===== config.mk =====
export PLATFORM = sky130hd
export DESIGN_NAME = fetch_queue
export DESIGN_NICKNAME = d
export VERILOG_FILES = /design/src/rtl/fetch_queue.sv
export SDC_FILE = /design/constraint.sdc
export NUM_CORES = 1
export LEC_CHECK = 0
export BUFFER_PORTS_ARGS = -buffer_cell sky130_fd_sc_hd__buf_2
export CORE_MARGIN = 1
export CORE_UTILIZATION = 40
export CTS_CLUSTER_SIZE = 14
export DETAILED_ROUTE_END_ITERATION = 10
export PLACE_DENSITY_LB_ADDON = 0.1
export SLEW_MARGIN = 20
export SYNTH_ARGS = -nofsm -noshare
export SYNTH_HDL_FRONTEND = slang
export SYNTH_SLANG_ARGS = --single-unit

===== constraint.sdc =====
create_clock -name clk -period 3.15 [get_ports clk]
set_input_delay 0.63 -clock clk [delete_from_list [all_inputs] [get_ports clk]]
set_output_delay 0.63 -clock clk [all_outputs]
set_load 0.1 [all_outputs]

===== src/rtl/fetch_queue.sv =====
// ----------------------------------------------------------------------------
// fetch_queue
//
// Instruction fetch queue between IF and ID. Entries hold {PC, instruction}
// and leave in the order they were fetched. A branch redirect (flush) drops
// every queued entry at once. almost_full is intended to stall the PC.
//
// Optional feature (macro FETCH_QUEUE_BYPASS_EN):
//   When defined, an entry presented to an empty queue is forwarded to the
//   dequeue side in the same cycle. If ID also consumes it that cycle, the
//   entry is never written to storage. When undefined there is no
//   combinational path from enq_* to deq_*, and entries appear one cycle
//   after they are accepted.
//
// Parameters:
//   DATA_W  width of the PC and instruction fields
//   DEPTH   number of entries, power of two, >= 2
//   CNT_W   derived width of count ($clog2(DEPTH)+1)
//
// Ports:
//   clk          in   clock, rising edge
//   reset        in   synchronous, active-low reset
//   flush        in   branch redirect, discards all entries
//   enq_valid    in   IF presents an entry
//   enq_pc       in   PC of the fetched instruction
//   enq_instr    in   fetched instruction word
//   enq_ready    out  queue accepts an entry this cycle
//   deq_valid    out  head entry available to ID
//   deq_pc       out  PC of the head entry
//   deq_instr    out  instruction of the head entry
//   deq_ready    in   ID consumes the head entry
//   count        out  current occupancy, 0..DEPTH
//   almost_full  out  count >= DEPTH-1
// ----------------------------------------------------------------------------
module fetch_queue #(
   parameter int  DATA_W = 32,
   parameter int  DEPTH  = 4,
   localparam int CNT_W  = $clog2(DEPTH) + 1
) (
   input  logic              clk,
   input  logic              reset,
   input  logic              flush,
   input  logic              enq_valid,
   input  logic [DATA_W-1:0] enq_pc,
   input  logic [DATA_W-1:0] enq_instr,
   output logic              enq_ready,
   output logic              deq_valid,
   output logic [DATA_W-1:0] deq_pc,
   output logic [DATA_W-1:0] deq_instr,
   input  logic              deq_ready,
   output logic [CNT_W-1:0]  count,
   output logic              almost_full
);

   localparam int               PTR_W   = $clog2(DEPTH);
   localparam logic [CNT_W-1:0] FULL_CNT = CNT_W'(DEPTH);
   localparam logic [CNT_W-1:0] AF_CNT   = CNT_W'(DEPTH - 1);

   // Storage: never reset, written only on an accepted enqueue
   logic [DATA_W-1:0] pc_mem_q    [DEPTH];
   logic [DATA_W-1:0] instr_mem_q [DEPTH];

   logic [PTR_W-1:0] wr_ptr_q, wr_ptr_d;
   logic [PTR_W-1:0] rd_ptr_q, rd_ptr_d;
   logic [CNT_W-1:0] count_q,  count_d;

   logic empty;
   logic bypass_take;   // entry forwarded and consumed without being stored
   logic do_enq;
   logic do_deq;

   assign empty       = (count_q == '0);
   assign count       = count_q;
   assign almost_full = (count_q >= AF_CNT);
   // A full queue refuses entries even if it is draining this cycle
   assign enq_ready   = (count_q != FULL_CNT) && reset;

`ifdef FETCH_QUEUE_BYPASS_EN
   logic bypass;

   assign bypass      = empty && enq_valid && !flush && reset;
   assign bypass_take = bypass && deq_ready;
   assign deq_valid   = (!empty && !flush && reset) || bypass;
   assign deq_pc      = bypass ? enq_pc    : pc_mem_q[rd_ptr_q];
   assign deq_instr   = bypass ? enq_instr : instr_mem_q[rd_ptr_q];
`else
   assign bypass_take = 1'b0;
   assign deq_valid   = !empty && !flush && reset;
   assign deq_pc      = pc_mem_q[rd_ptr_q];
   assign deq_instr   = instr_mem_q[rd_ptr_q];
`endif

   // A bypassed-and-consumed entry is neither pushed nor popped
   assign do_enq = enq_valid && enq_ready && !flush && !bypass_take;
   assign do_deq = deq_valid && deq_ready && !flush && !bypass_take;

   always_comb begin
      wr_ptr_d = wr_ptr_q;
      rd_ptr_d = rd_ptr_q;
      count_d  = count_q;
      if (flush) begin
         wr_ptr_d = '0;
         rd_ptr_d = '0;
         count_d  = '0;
      end else begin
         // Power-of-two depth: pointers wrap naturally at DEPTH-1 -> 0
         if (do_enq) wr_ptr_d = wr_ptr_q + PTR_W'(1);
         if (do_deq) rd_ptr_d = rd_ptr_q + PTR_W'(1);
         case ({do_enq, do_deq})
            2'b10:   count_d = count_q + CNT_W'(1);
            2'b01:   count_d = count_q - CNT_W'(1);
            default: count_d = count_q;
         endcase
      end
   end

   always_ff @(posedge clk) begin
      if (!reset) begin
         wr_ptr_q <= '0;
         rd_ptr_q <= '0;
         count_q  <= '0;
      end else begin
         wr_ptr_q <= wr_ptr_d;
         rd_ptr_q <= rd_ptr_d;
         count_q  <= count_d;
      end
   end

   always_ff @(posedge clk) begin
      if (do_enq) begin
         pc_mem_q[wr_ptr_q]    <= enq_pc;
         instr_mem_q[wr_ptr_q] <= enq_instr;
      end
   end

endmodule


==> impl_summary.md <==
Timing
At the pin with the least slew margin, the transition time is slightly above 0.5 ns. The fraction of the cycle the final worst path needs is 0.9432. The max-slew violation total from the final report is 0. The post-layout minimum cycle time is 2.971 ns.

Headroom to the max-slew limit came out at 0.6574. The clock arrives with 0.01112 ns of skew. Setup repair after global routing left no endpoint under its margin. The fmax is roughly 340 MHz. The hold violation count in the final report is 0. For the final routed database, the setup TNS stands at 0 ns.

Setup violations remaining at the end of the flow were counted as 0.

Finish
The final-stage net count is 634. Of the cells placed in the final design, the portion with a size suffix greater than 1 is 0.4045. Counting the fill cells in the layout gives 2031.

The area growth from synthesis to layout is 20.31%. At the end of the flow the core is filled with cells to 0.4897.

Synth
The most frequently used flop master after synthesis is edfxtp_1. Summed over all instances, the cell type with the most area after synthesis is edfxtp_1. Of the post-synthesis cell area, the dominant cell type holds 0.7788. The cell area after synthesis is between 9000 and 10000 um^2.

The total of flip-flops plus latches after synthesis is 265. The complex-gate fraction of the synthesized area is 0.004183. The main combinational cell family by area after synthesis is multiplexers. The number of enable-type register cells in the synthesized netlist is roughly 260. The count of synthesis-stage warnings from yosys is 0. Ranked by total cell area, the synthesized netlist is headed by edfxtp_1 78%, mux4_1 8.0%, mux4_2 7.8%, dfxtp_1 1.8%, buf_6 0.80%.

The share of the yosys chip area belonging to registers is 0.7971. After technology mapping, the gate count stands at 390. The mean instance size in the synthesized netlist is 25.31 um^2. The basic-gate share of the synthesized area counting and, or, nand and nor cells is 0.01432. The fraction of registers with async set or reset after synthesis is 0. The library cell with the highest instance count after synthesis is edfxtp_1.

The number of nets in the synthesized netlist is between 400 and 500. After synthesis, the most frequently instantiated cells are 256 x edfxtp_1, 34 x mux4_2, 30 x mux4_1. The number of distinct library cells after synthesis is 30. Of the total synthesized cell area, the portion taken by XOR and XNOR cells is 0.001775. Of the post-synthesis cell area, the part taken by muxes is 0.1605.

Of the total synthesized cell area, the portion taken by full adders, half adders and majority gates is 0.008366.

GRT
The largest net degree at the start of global routing is 54. The number of global-route vias before repair was 4880. After global routing the overflow that remains totals 0. The first-pass GRT wire length is around 28000 um. The global-route total usage across every layer is 0.1447. The initial antenna violation count is 2.

Critical path
The endpoint type of the worst setup path is an output port. For the worst setup path, the data arrival time is 2.34 ns. The dominant delay contributor by cell family on the critical path is multiplexers. The endpoint required time on the critical path is 2.52 ns. Counting both buffers and inverters, the worst setup path holds a total of 2. The critical path launch point type is a register. The critical path goes through buf_12 -> mux4_1 -> buf_2. Of all nets on the critical path, the largest fanout is 24. The worst setup path is of the reg2out kind. The startpoint identified for the worst register-to-register timing path is count[2]$_SDFFE_PP0P_. The worst-case reg-to-reg path depth is 9. The worst register-to-register path has a setup slack of 0.65 ns. The cell type of the slowest stage on the worst timing path is mux4_1. The delay of the slowest cell on the worst path is 0.61 ns. The worst register-to-register path ends at count[2]$_SDFFE_PP0P_.

Detailed routing
Before antenna repair, the detailed router went through 6 iterations. The routed length per instance is 19.76 um. The violation count after the first detailed-route iteration is approximately 280. The post-route DRC violation count is 0. Wires add up to 17830 um. The number of nets still failing antenna checks after routing is 0. The detailed router placed 4493 vias in this run. After detailed routing, the number of vias per cell comes to 4.981.

Floorplan
The site row count is 57. The die extent in y is ~160 um. The floorplan step set the die width to 159.1 um. The initial core utilization is 0.4071. The floorplan die area is 25310 um^2. The region available for standard cell placement spans between 20000 and 25000 um^2.

The total I/O pin count is 139.

Placement
The sum of net half-perimeters after detailed placement is 10750 um. The global placement routability congestion is about 0.7. The number of input and output port buffers inserted is 138.

Power and ir drop
The completed layout was analyzed and its total power is 0.007108 W. For this design the ratio of total power to cell area is 598.5 nW/um^2. The static leakage power is 3.960 nW.

IR analysis of the VDD net gives a maximum drop of 0.4703 mV.

Flow run
The number of max-cap violations is 0.

Clock network
The count of buffers added by post-CTS timing repair for setup is 0. The clock latency reported for the late side of the worst-skew pair is roughly 0.52 ns. Clock tree synthesis found a total of about 270 sinks. Gates resized during post-CTS repair numbered 0. The CTS buffer count is 27. TritonCTS built the clock tree. Clock-pin slew was measured on the worst setup and hold paths at 0.06 ns. The clock root buffer master is clkbuf_16.

The H-tree level count is 1. The maximum root-to-sink buffer count is 3. After clock tree synthesis, the flow added hold-fix buffers numbering 0.

Worst hold path
In this run the worst hold path is classified as in2reg. The worst hold path depth is 1. The startpoint identified for the worst hold timing path is enq_instr[2]. The destination of the worst hold path is instr_mem_q[2][2]$_DFFE_PP_.

Outcome
The run finished with clean final reports.
## placed cells by master (no fill, tap or decap), types with 2 or more instances in the layout
cell type	Yosys	routed
ha_1	5	5
dfxtp_1	9	7
a21oi_1	2	2
clkbuf_1	1	7
and3_4	0	4
clkinv_1	0	9
buf_4	0	10
inv_1	5	5
nand4_1	2	2
mux4_2	34	34
buf_2	6	138
mux2i_1	3	3
edfxtp_1	256	256
diode_2	0	2
mux4_1	30	30
clkbuf_16	0	27
dfxtp_4	0	2
nand2_1	5	5
buf_12	0	7
nor2_1	4	3
xor2_1	2	2
nor3_1	2	2
clkinv_2	0	2
## per-layer routing
metal	track usage	wire, um	vias up
met5	0	0	-
met4	0.04240	401	0
met3	0.03230	927	30
met2	0.2516	9037	106
met1	0.1818	7462	2320
li1	-	-	2037
## stage by stage
stage,hold WS (ns),cells,setup WS [ns],instance area [um^2]
4_1_cts,0.2991,900,0.09220,11870
3_3_place_gp,0.4463,854,0.4247,11090
2_1_floorplan,0.4300,390,0.1248,9878
6_report,0.3240,902,0.1789,11880
5_1_grt,0.3067,900,0.04697,11870
3_5_place_dp,0.4472,854,0.3417,11090
## sequential cells by signal (all words and copies together), names as in the netlist, named ones only
signal / cells
count: 3
instr_mem_q: 128
pc_mem_q: 128
rd_ptr_q: 2
wr_ptr_q: 2
## kinds of logic after synthesis
| family | after synthesis |
|---|---|
| AO/OA/AOI/OAI | 6 |
| XOR/XNOR | 2 |
| adder cells (fa/ha/maj) | 6 |
| buffers and inverters | 20 |
| flip-flops | 265 |
| multiplexers | 67 |
| AND/OR/NAND/NOR | 24 |
## area by class of cell
cell class                 instances  area (um^2)  share of cell area
antenna                            2        5.005           0.0004215
clock buffer                      34        701.9             0.05911
clock inverter                    12        73.82            0.006216
inverter                           5        18.77            0.001580
multi-input combinational        105         1889              0.1591
sequential                       265         7875              0.6632
tap                              324        405.4             0.03414
timing repair buffer             155        905.9             0.07628
## worst max-delay path by stage
| stage | start | to | slack, ns | cells after the start |
|---|---|---|---|---|
| after floorplan | count[2]$_SDFFE_PP0P_ | count[2]$_SDFFE_PP0P_ | 0.12 | 9 |
| after global placement | flush | count[2]$_SDFFE_PP0P_ | 0.42 | 9 |
| after detailed placement | flush | count[2]$_SDFFE_PP0P_ | 0.34 | 9 |
| after CTS | register | deq_pc[15] | 0.09 | 3 |
| after global routing | register | deq_pc[15] | 0.05 | 3 |
| final | register | deq_pc[11] | 0.18 | 3 |
## where the power goes
part / internal [W] / switching, W
Combinational: 0.0000852 / 0.000288
Clock: 0.00163 / 0.00119
Sequential: 0.00390 / 0.00000857
No activity file was read; power rests on OpenSTA's default activity.
